--- src/rtl/stream_mux_n.sv ---
// rtl/stream_mux_n.sv - N-to-1 valid/ready stream mux with packet locking and a registered output stage
module stream_mux_n #(
  parameter int DWidth = 32,
  parameter int NumIn = 5,
  localparam int SelWidth = $clog2(NumIn)
) (
  input  logic                    clk,
  input  logic                    rst_n,
  input  logic [NumIn*DWidth-1:0] data_i,
  input  logic [NumIn-1:0]        valid_i,
  input  logic [NumIn-1:0]        last_i,
  output logic [NumIn-1:0]        ready_o,
  input  logic                    mode_i,
  input  logic [SelWidth-1:0]     select_i,
  output logic [DWidth-1:0]       data_o,
  output logic                    valid_o,
  output logic                    last_o,
  input  logic                    ready_i,
  output logic [SelWidth-1:0]     grant_o
);

  localparam logic [SelWidth:0]   NumInW  = (SelWidth+1)'(NumIn);
  localparam logic [SelWidth-1:0] LastIdx = SelWidth'(NumIn - 1);

  logic [SelWidth-1:0] rr_ptr;
  logic [SelWidth-1:0] lock_idx;
  logic                locked;

  logic [SelWidth-1:0] rr_g;
  logic                rr_found;
  logic [SelWidth:0]   rr_idx;
  logic [SelWidth-1:0] g;
  logic                gv;
  logic [DWidth-1:0]   g_data;
  logic                g_valid;
  logic                g_last;
  logic                space;
  logic                accept;

  // Round-robin scan starting at rr_ptr, wrapping modulo NumIn.
  always_comb begin
    rr_found = 1'b0;
    rr_g     = '0;
    rr_idx   = '0;
    for (int i = 0; i < NumIn; i++) begin
      rr_idx = {1'b0, rr_ptr} + (SelWidth+1)'(i);
      if (rr_idx >= NumInW) rr_idx = rr_idx - NumInW;
      if (!rr_found && valid_i[rr_idx[SelWidth-1:0]]) begin
        rr_found = 1'b1;
        rr_g     = rr_idx[SelWidth-1:0];
      end
    end
  end

  // A held packet lock overrides both arbitration modes.
  always_comb begin
    if (locked) begin
      gv = 1'b1;
      g  = lock_idx;
    end else if (!mode_i) begin
      gv = ({1'b0, select_i} < NumInW);
      g  = select_i;
    end else begin
      gv = rr_found;
      g  = rr_g;
    end
  end

  always_comb begin
    g_data  = '0;
    g_valid = 1'b0;
    g_last  = 1'b0;
    for (int k = 0; k < NumIn; k++) begin
      if (g == SelWidth'(k)) begin
        g_data  = data_i[k*DWidth +: DWidth];
        g_valid = valid_i[k];
        g_last  = last_i[k];
      end
    end
  end

  assign space  = !valid_o || ready_i;
  assign accept = gv && g_valid && space;

  always_comb begin
    ready_o = '0;
    for (int k = 0; k < NumIn; k++) begin
      ready_o[k] = rst_n && gv && space && (g == SelWidth'(k));
    end
  end

  always_ff @(posedge clk or negedge rst_n) begin
    if (!rst_n) begin
      data_o   <= '0;
      valid_o  <= 1'b0;
      last_o   <= 1'b0;
      grant_o  <= '0;
      rr_ptr   <= '0;
      locked   <= 1'b0;
      lock_idx <= '0;
    end else begin
      if (accept) begin
        data_o  <= g_data;
        last_o  <= g_last;
        grant_o <= g;
        valid_o <= 1'b1;
        locked  <= !g_last;
        if (!g_last) lock_idx <= g;
        // Pointer only advances past a source once its packet has ended.
        if (g_last && mode_i) rr_ptr <= (g == LastIdx) ? '0 : g + SelWidth'(1);
      end else if (ready_i) begin
        valid_o <= 1'b0;
      end
    end
  end

endmodule

--- config.mk ---
export PLATFORM = sky130hd
export DESIGN_NAME = stream_mux_n
export DESIGN_NICKNAME = d
export VERILOG_FILES = /design/src/rtl/stream_mux_n.sv
export SDC_FILE = /design/constraint.sdc
export NUM_CORES = 1
export LEC_CHECK = 0
export CAP_MARGIN = 20
export CORE_UTILIZATION = 37
export DETAILED_ROUTE_END_ITERATION = 7
export PLACE_DENSITY = 0.89
export RECOVER_POWER = 100
export SLEW_MARGIN = 20
export SYNTH_ARGS = -nofsm -noshare
export SYNTH_HDL_FRONTEND = slang
export SYNTH_SLANG_ARGS = --single-unit
--- constraint.sdc ---
create_clock -name clk -period 4.83 [get_ports clk]
set_input_delay 0.966 -clock clk [delete_from_list [all_inputs] [get_ports clk]]
set_output_delay 0.966 -clock clk [all_outputs]
set_load 0.02 [all_outputs]
==> flow_summary.yaml, run 1 <==
timing:
  worst_slew_margin_rel_pct: -66.61
  period_share_pct: 104.6
  max_freq_ghz: 0.1979
  hold_viol: 0
  slew_violations: 45
  rsz0062_at_grt: "true"
  tightestPinTransition_ns: 2.499
  setup_violations: 44
  fin_crit_ns: 5.054
  fin_skew_ns: 0.008874
  hold_slack_ns: 0.5279
  setup_slack_ns: -0.2236
yosys:
  netlist_area_um2: 4263
  syn_avg_cell_area_um2: 7.299
  async_flop_share_pct: 100.0
  synth_fa_ha_area_share_pct: 4.285
  ys_seq_area_share_pct: 25.83
  synth-main-ff-cell: "dfrtp_1"
  yosysWarnings: 0
  synth_top_family_by_area: "compound AO/OA/AOI/OAI gates"
  synthMuxAreaShare_pct: 5.019
  yosys-top-cells-area: "dfrtp_1, a31oi_1, nor2_1, a22oi_1, a21oi_1"
  post-synth-top-count-cell: "nor2_1"
  ys_ff_latch: 44
  synth-xor-area-share_pct: 0.8218
  synth_edf_count: 0
  synthSimpleGateAreaFrac_pct: 25.12
  syn_nets: 775
  synth.distinct_cells: 64
  synth_compound_area_share_pct: 32.11
  synth_cells: 584
  synth_top_cell_by_area: "dfrtp_1"
  yosys-top-cells-count: "nor2_1, a31oi_1, a21oi_1"
  synth_top_area_share_pct: 25.83
clocking:
  clkSlewWorstSetupHoldPaths_ns: 0.07
  clk_latency_ns: 0.29
  cts_max_path_buffers: 2
  cts_tree: "done"
  clkSinkCount: 44
  cts_root_buf: "clkbuf_16"
  cts_made_buffers: 5
  h-tree-depth: 2
routing:
  drtIter0Drc: 602
  routedWlPerCell_um: 20.45
  drt-pass1-iter-count: 6
  route.detailed.drc: 0
  num_vias: 6112
  wirelength_um: 20910
  viasPerCell: 5.980
  drtAntennaViolNets: 0
power_and_ir_drop:
  p_leak_nw: 3.296
  p_per_area_nw_per_um2: 910.3
  power.total_mw: 7.461
  irDropWorstVdd_mv: 0.6357
finish:
  multi_input_area_um2: 3390
  stdcell_count: 1022
  antenna_cells: 0
  final.fill_count: 756
  nNetsFinal: 1072
  syn2layout_area_growth_pct: 92.28
  seq_area_um2: 1105
  drive_gt1_share_pct: 27.55
floorplan:
  die_x_um: 109.3
  io_pins: 219
  core_area_um2: 11030
  die_h_um: 109.3
  rows: 38
  dieArea_um2: 11950
  initial_core_util_pct: 38.65
status:
  status: "finished, violations left"
  violations: "capacitance limit, slew limit, setup timing"
worst_setup_path:
  r2r-start: "rr_ptr[0]"
  critPathArrivalTime_ns: 5.25
  start_kind: "primary input"
  worst-endpoint-required_ns: 5.03
  reg2reg_slack_ns: -0.19
  critPathKind: "in2reg"
  endpoint_kind: "flip-flop"
  worstRegToRegCells: 25
  path_max_fanout: 8
  r2r-end: "data_o[23]"
global_routing:
  grt_pass1_vias: 5514
  overflow: 0
  grt_pass1_wl_um: 28170
  antenna_found_initial: 0
  grt_max_degree: 65
  track_usage_pct: 30.56
worst_hold_path:
  min_path_cells: 1
  min_from: "lock_idx[2]"
  holdCritPathClass: "reg2reg"
  min_to: "lock_idx[2]"
placement:
  dp_cells: 987
  place_hpwl_um: 14300
  io_buffers: 218
  place_congestion: 0.9248
  dp_worst_setup_slack_ns: -0.6201
flow_run:
  cap_violations: 1
==> critical path, stage by stage <==
cell and delay (ns):
dlygate4sd2_1 0.37, nand2_1 0.11, a21boi_0 0.15, mux4_2 0.51
nand3b_1 0.27, nor4_1 0.36, o21ai_1 0.19, a21oi_2 0.26
inv_2 0.09, buf_4 0.15, ha_2 0.20, buf_4 0.16
nor2_2 0.13, a21oi_2 0.05, o21ai_2 0.25, a211oi_4 0.09
a211oi_4 0.34, buf_12 0.20, clkbuf_16 0.18, nor2_4 0.04
a31oi_1 0.17
==> per-stage QoR <==
step / utilization (%) / cell area, µm² / TNS, ns
floorplan: - / 4340 / -0.01263
global placement: 65.39 / 7213 / -21.79
detailed placement: 65.39 / 7213 / -26.02
CTS: 68.83 / 7592 / 0
global route: 74.31 / 8197 / -15.69
finish: 74.31 / 8197 / -6.873
==> worst max-delay path by stage <==
| stage | startpoint | end | slack (ns) | cells after the start |
|---|---|---|---|---|
| after floorplan | rr_ptr[0] | ready_o[4] | -0.01 | 17 |
| after global placement | valid_i[2] | ready_o[3] | -0.59 | 14 |
| after detailed placement | valid_i[2] | ready_o[4] | -0.62 | 14 |
| after CTS | rr_ptr[0] | lock_idx[0] | 0.0006 | 24 |
| after global routing | valid_i[2] | data_o[23] | -0.41 | 21 |
| final | valid_i[2] | data_o[23] | -0.22 | 21 |
==> routing by layer <==
layer	part of all wire (%)	up-vias	GRT usage [%]
li1	-	2779	-
met1	37	2857	40.63
met2	49	393	50.76
met3	9.0	83	5.394
met4	4.4	0	8.667
met5	0	-	0
==> state kept, by name, summed over array words and instances (netlist names) <==
register / cells
last_o: 1
lock_idx: 3
valid_o: 1
data_o: 32
locked: 1
rr_ptr: 3
grant_o: 3
==> cell usage in the layout (no fill, tap or decap), drive strengths merged, types with 6 or more instances in the layout <==
master           n
clkdlybuf4s50  171
buf            127
nor2            92
a31oi           68
a21oi           51
dfrtp           44
nand3           38
dlygate4sd3     37
nor3            36
a22oi           33
nand2           26
inv             14
ha              13
clkbuf          12
o21ai           12
mux2i            9
mux2             7
nand2b           6
nor2b            6
a211oi           6
==> cell families (layout without fill, tap and decap cells) <==
family	count (synthesis)	count (layout)
buf+inv	69	367
simple gates	229	229
mux	18	18
compound gates	206	206
xor+xnor	4	4
flops	44	44
fa+ha+maj	14	14
==> cell type report <==
cell class                      count  area share [%]
Sequential cell                    44           13.48
Clock inverter                      2          0.4274
Inverter                           14          0.6717
Clock buffer                        6           1.572
Timing Repair Buffer              345           40.36
Tap cell                          140           2.137
Multi-Input combinational cell    471           41.35
==> where the power goes <==
group	total (mW)	internal (mW)	switching, mW
Combinational	6.32	2.98	3.34
Sequential	0.755	0.584	0.171
Clock	0.388	0.244	0.144
Total	7.46	3.81	3.65
==> what timing repair did <==
item / CTS / global route
pin swaps: 16 / 37
endpoints found under the setup margin: 49 / 49
hold buffers: 0 / 0
buffers inserted: 8 / 15
gates cloned: 1 / 4
resized for setup: 60 / 101
endpoints found under the hold margin: 0 / 0
(Power assumes the default switching activity.)
==> run 2, diff against run 1 <==
--- a/config.mk
+++ b/config.mk
@@ -7,6 +7,7 @@
 export LEC_CHECK = 0
 export CAP_MARGIN = 20
 export CORE_UTILIZATION = 37
+export CTS_CLUSTER_DIAMETER = 40
 export DETAILED_ROUTE_END_ITERATION = 7
 export PLACE_DENSITY = 0.89
 export RECOVER_POWER = 100
==> results of run 2 <==
Final layout, timing and power as in run 1 (identical DEF).
==> run 3, diff against run 2 <==
--- a/config.mk
+++ b/config.mk
@@ -6,6 +6,7 @@
 export NUM_CORES = 1
 export LEC_CHECK = 0
 export CAP_MARGIN = 20
+export CORE_MARGIN = 2
 export CORE_UTILIZATION = 37
 export CTS_CLUSTER_DIAMETER = 40
 export DETAILED_ROUTE_END_ITERATION = 7
==> constraint.sdc (replaced) <==
create_clock -name clk -period 4.83 [get_ports clk]
set_input_delay 0.966 -clock clk [delete_from_list [all_inputs] [get_ports clk]]
set_output_delay 0.966 -clock clk [all_outputs]
set_load 0.005 [all_outputs]
==> run 3 against run 2 <==
  * The run ends with capacitance limit, slew limit left
  * Count of clock-buffer cells in the layout is 1 lower
  * First-iteration DRC count up 1.7%
  * Sequential cell count unchanged
  * Worst hold slack gained 0.0086 ns
  * Global-route usage down 2.3 points
  * Die area is 3.7% higher
  * Total power fell by 8.4%
  * Highest routed layer unchanged
==> flow_summary.yaml, run 3 (synthesis results as in run 1) <==
power_and_ir_drop:
  p_per_area_nw_per_um2: 864.2
  swShare_pct: 47.26
  clockPowerShare_pct: 6.0
  seqPwrFrac_pct: 10.5
  p_int_mw: 3.603
  p_leak_nw: 3.168
  p_comb_share_pct: 83.5
  irDropWorstVdd_mv: 0.5567
  switching_power_mw: 3.229
finish:
  regMostFlops: "data_o"
  layout_commonest_cell: "clkdlybuf4s50_1"
  final_cell_area_um2: 7905
  seq_area_um2: 1105
  drive_gt1_share_pct: 24.01
  largest_reg_flops: 32
  syn2layout_area_growth_pct: 85.44
  final_cell_mix: "clkdlybuf4s50_1, buf_4, nor2_1"
  multi_input_area_um2: 3271
  final.fill_count: 880
  nNetsFinal: 1052
  antenna_cells: 0
  post-route-util_pct: 69.83
  stdcell_count: 1005
floorplan:
  io_pins: 219
  initial_core_util_pct: 37.65
  die_x_um: 111.3
  die_h_um: 111.3
  core_area_um2: 11320
  rows: 39
  dieArea_um2: 12400
global_routing:
  track_usage_pct: 28.25
  overflow: 0
  grt_pass1_vias: 5492
  grt_pass1_wl_um: 28200
  antenna_found_initial: 0
  grt_max_degree: 65
worst_setup_path:
  worst-endpoint-required_ns: 5.01
  reg2reg_slack_ns: 0.02
  critPathKind: "reg2reg"
  start_kind: "flip-flop"
  worstRegToRegCells: 22
  r2r-start: "rr_ptr[1]"
  path_max_fanout: 8
  endpoint_kind: "flip-flop"
  critPathArrivalTime_ns: 4.99
  r2r-end: "lock_idx[2]"
status:
  violations: "capacitance limit, slew limit"
  status: "finished, violations left"
worst_hold_path:
  min_path_cells: 2
  holdCritPathClass: "reg2reg"
  min_to: "grant_o[2]"
  min_from: "grant_o[2]"
placement:
  placed_area_um2: 7103
  dp_cells: 979
  io_buffers: 218
  place_hpwl_um: 14190
  place_congestion: 1.018
clocking:
  cts_made_buffers: 5
  clkSinkCount: 44
  cts_max_path_buffers: 2
  cts_hold_buf: 0
  h-tree-depth: 2
  clkSlewWorstSetupHoldPaths_ns: 0.07
  clk_latency_ns: 0.30
  cts_root_buf: "clkbuf_16"
  cts_tree: "done"
timing:
  max_freq_ghz: 0.2078
  worst_slew_margin_rel_pct: -62.48
  rsz0062_at_grt: "true"
  tightestPinTransition_ns: 2.437
  tns_ns: 0
  hold_slack_ns: 0.5365
  slew_violations: 46
  setup_violations: 0
  fin_skew_ns: 0.006651
  fin_crit_ns: 4.811
  hold_viol: 0
  period_share_pct: 99.61
routing:
  routedWlPerCell_um: 19.28
  drtAntennaViolNets: 0
  drtIter0Drc: 612
  drt-pass1-iter-count: 7
  viasPerCell: 5.833
  wirelength_um: 19380
  num_vias: 5862
  route.detailed.drc: 0
flow_run:
  cap_violations: 1
-- run 3: worst max-delay path: stages, from the launching register on --
cell       delay [ns]
dfrtp_2          0.43
buf_6            0.15
buf_6            0.12
fa_2             0.41
or4_4            0.54
a21boi_2         0.15
o21a_1           0.15
a21oi_2          0.05
a32o_2           0.29
a2111oi_4        0.36
a21oi_2          0.13
inv_2            0.10
ha_4             0.16
buf_6            0.13
nand2_4          0.05
nor2_4           0.11
a21oi_2          0.04
nor2_1           0.13
a21oi_2          0.05
o21ai_2          0.19
or3b_4           0.42
a21oi_4          0.22
mux2_4           0.32
-- run 3: what timing repair did --
item | in CTS | in global routing
cloned | 0 | 5
endpoints found under the setup margin | 48 | 49
pin swaps | 9 | 23
gates resized for setup | 41 | 85
buffers inserted | 4 | 9
-- run 3: through the flow --
stage | total power, mW | setup slack, ns
6_report | 6.831 | 0.01868
5_1_grt | 7.291 | -0.1219
3_5_place_dp | 5.292 | -0.5008
4_1_cts | 5.923 | 0.001057
2_1_floorplan | 3.435 | 0.002565
3_3_place_gp | 5.217 | -0.4306
-- run 3: layout make-up --
type | instances | area share [%]
clock buffers | 5 | 1.583
clock inverters | 3 | 0.5856
inverters | 14 | 0.7281
multi-input cells | 471 | 41.37
flip-flops and latches | 44 | 13.98
well taps | 143 | 2.263
repair buffers | 325 | 39.49
-- run 3: per-layer routing --
layer  up-vias  part of all wire, %  track usage (%)  routed length [µm]
met5         -                    0                0                   0
met4         0                  1.7            5.761                 331
met3        31                  8.8            6.097                1712
met2       333                   49            47.20                9581
met1      2762                   40            38.04                7755
li1       2736                    -                -                   -
-- run 3: worst max path at each step --
| stage | startpoint | endpoint | slack, ns | cells after the start |
|---|---|---|---|---|
| after detailed placement | valid_i[2] | lock_idx[2] | -0.50 | 20 |
| after global placement | valid_i[2] | ready_o[3] | -0.43 | 13 |
| final | rr_ptr[1] | lock_idx[2] | 0.02 | 22 |
| after CTS | rr_ptr[1] | ready_o[3] | 0.001 | 16 |
| after global routing | rr_ptr[1] | data_o[2] | -0.12 | 26 |
| after floorplan | rr_ptr[1] | ready_o[3] | 0.003 | 16 |
-- run 3: power groups by stage --
stage	Combinational (mW)	Clock, mW	Sequential, mW
floorplan	2.72	0	0.712
global placement	4.52	0	0.697
detailed placement	4.58	0	0.707
CTS	4.81	0.412	0.704
global route	6.13	0.426	0.739
finish	5.70	0.410	0.717
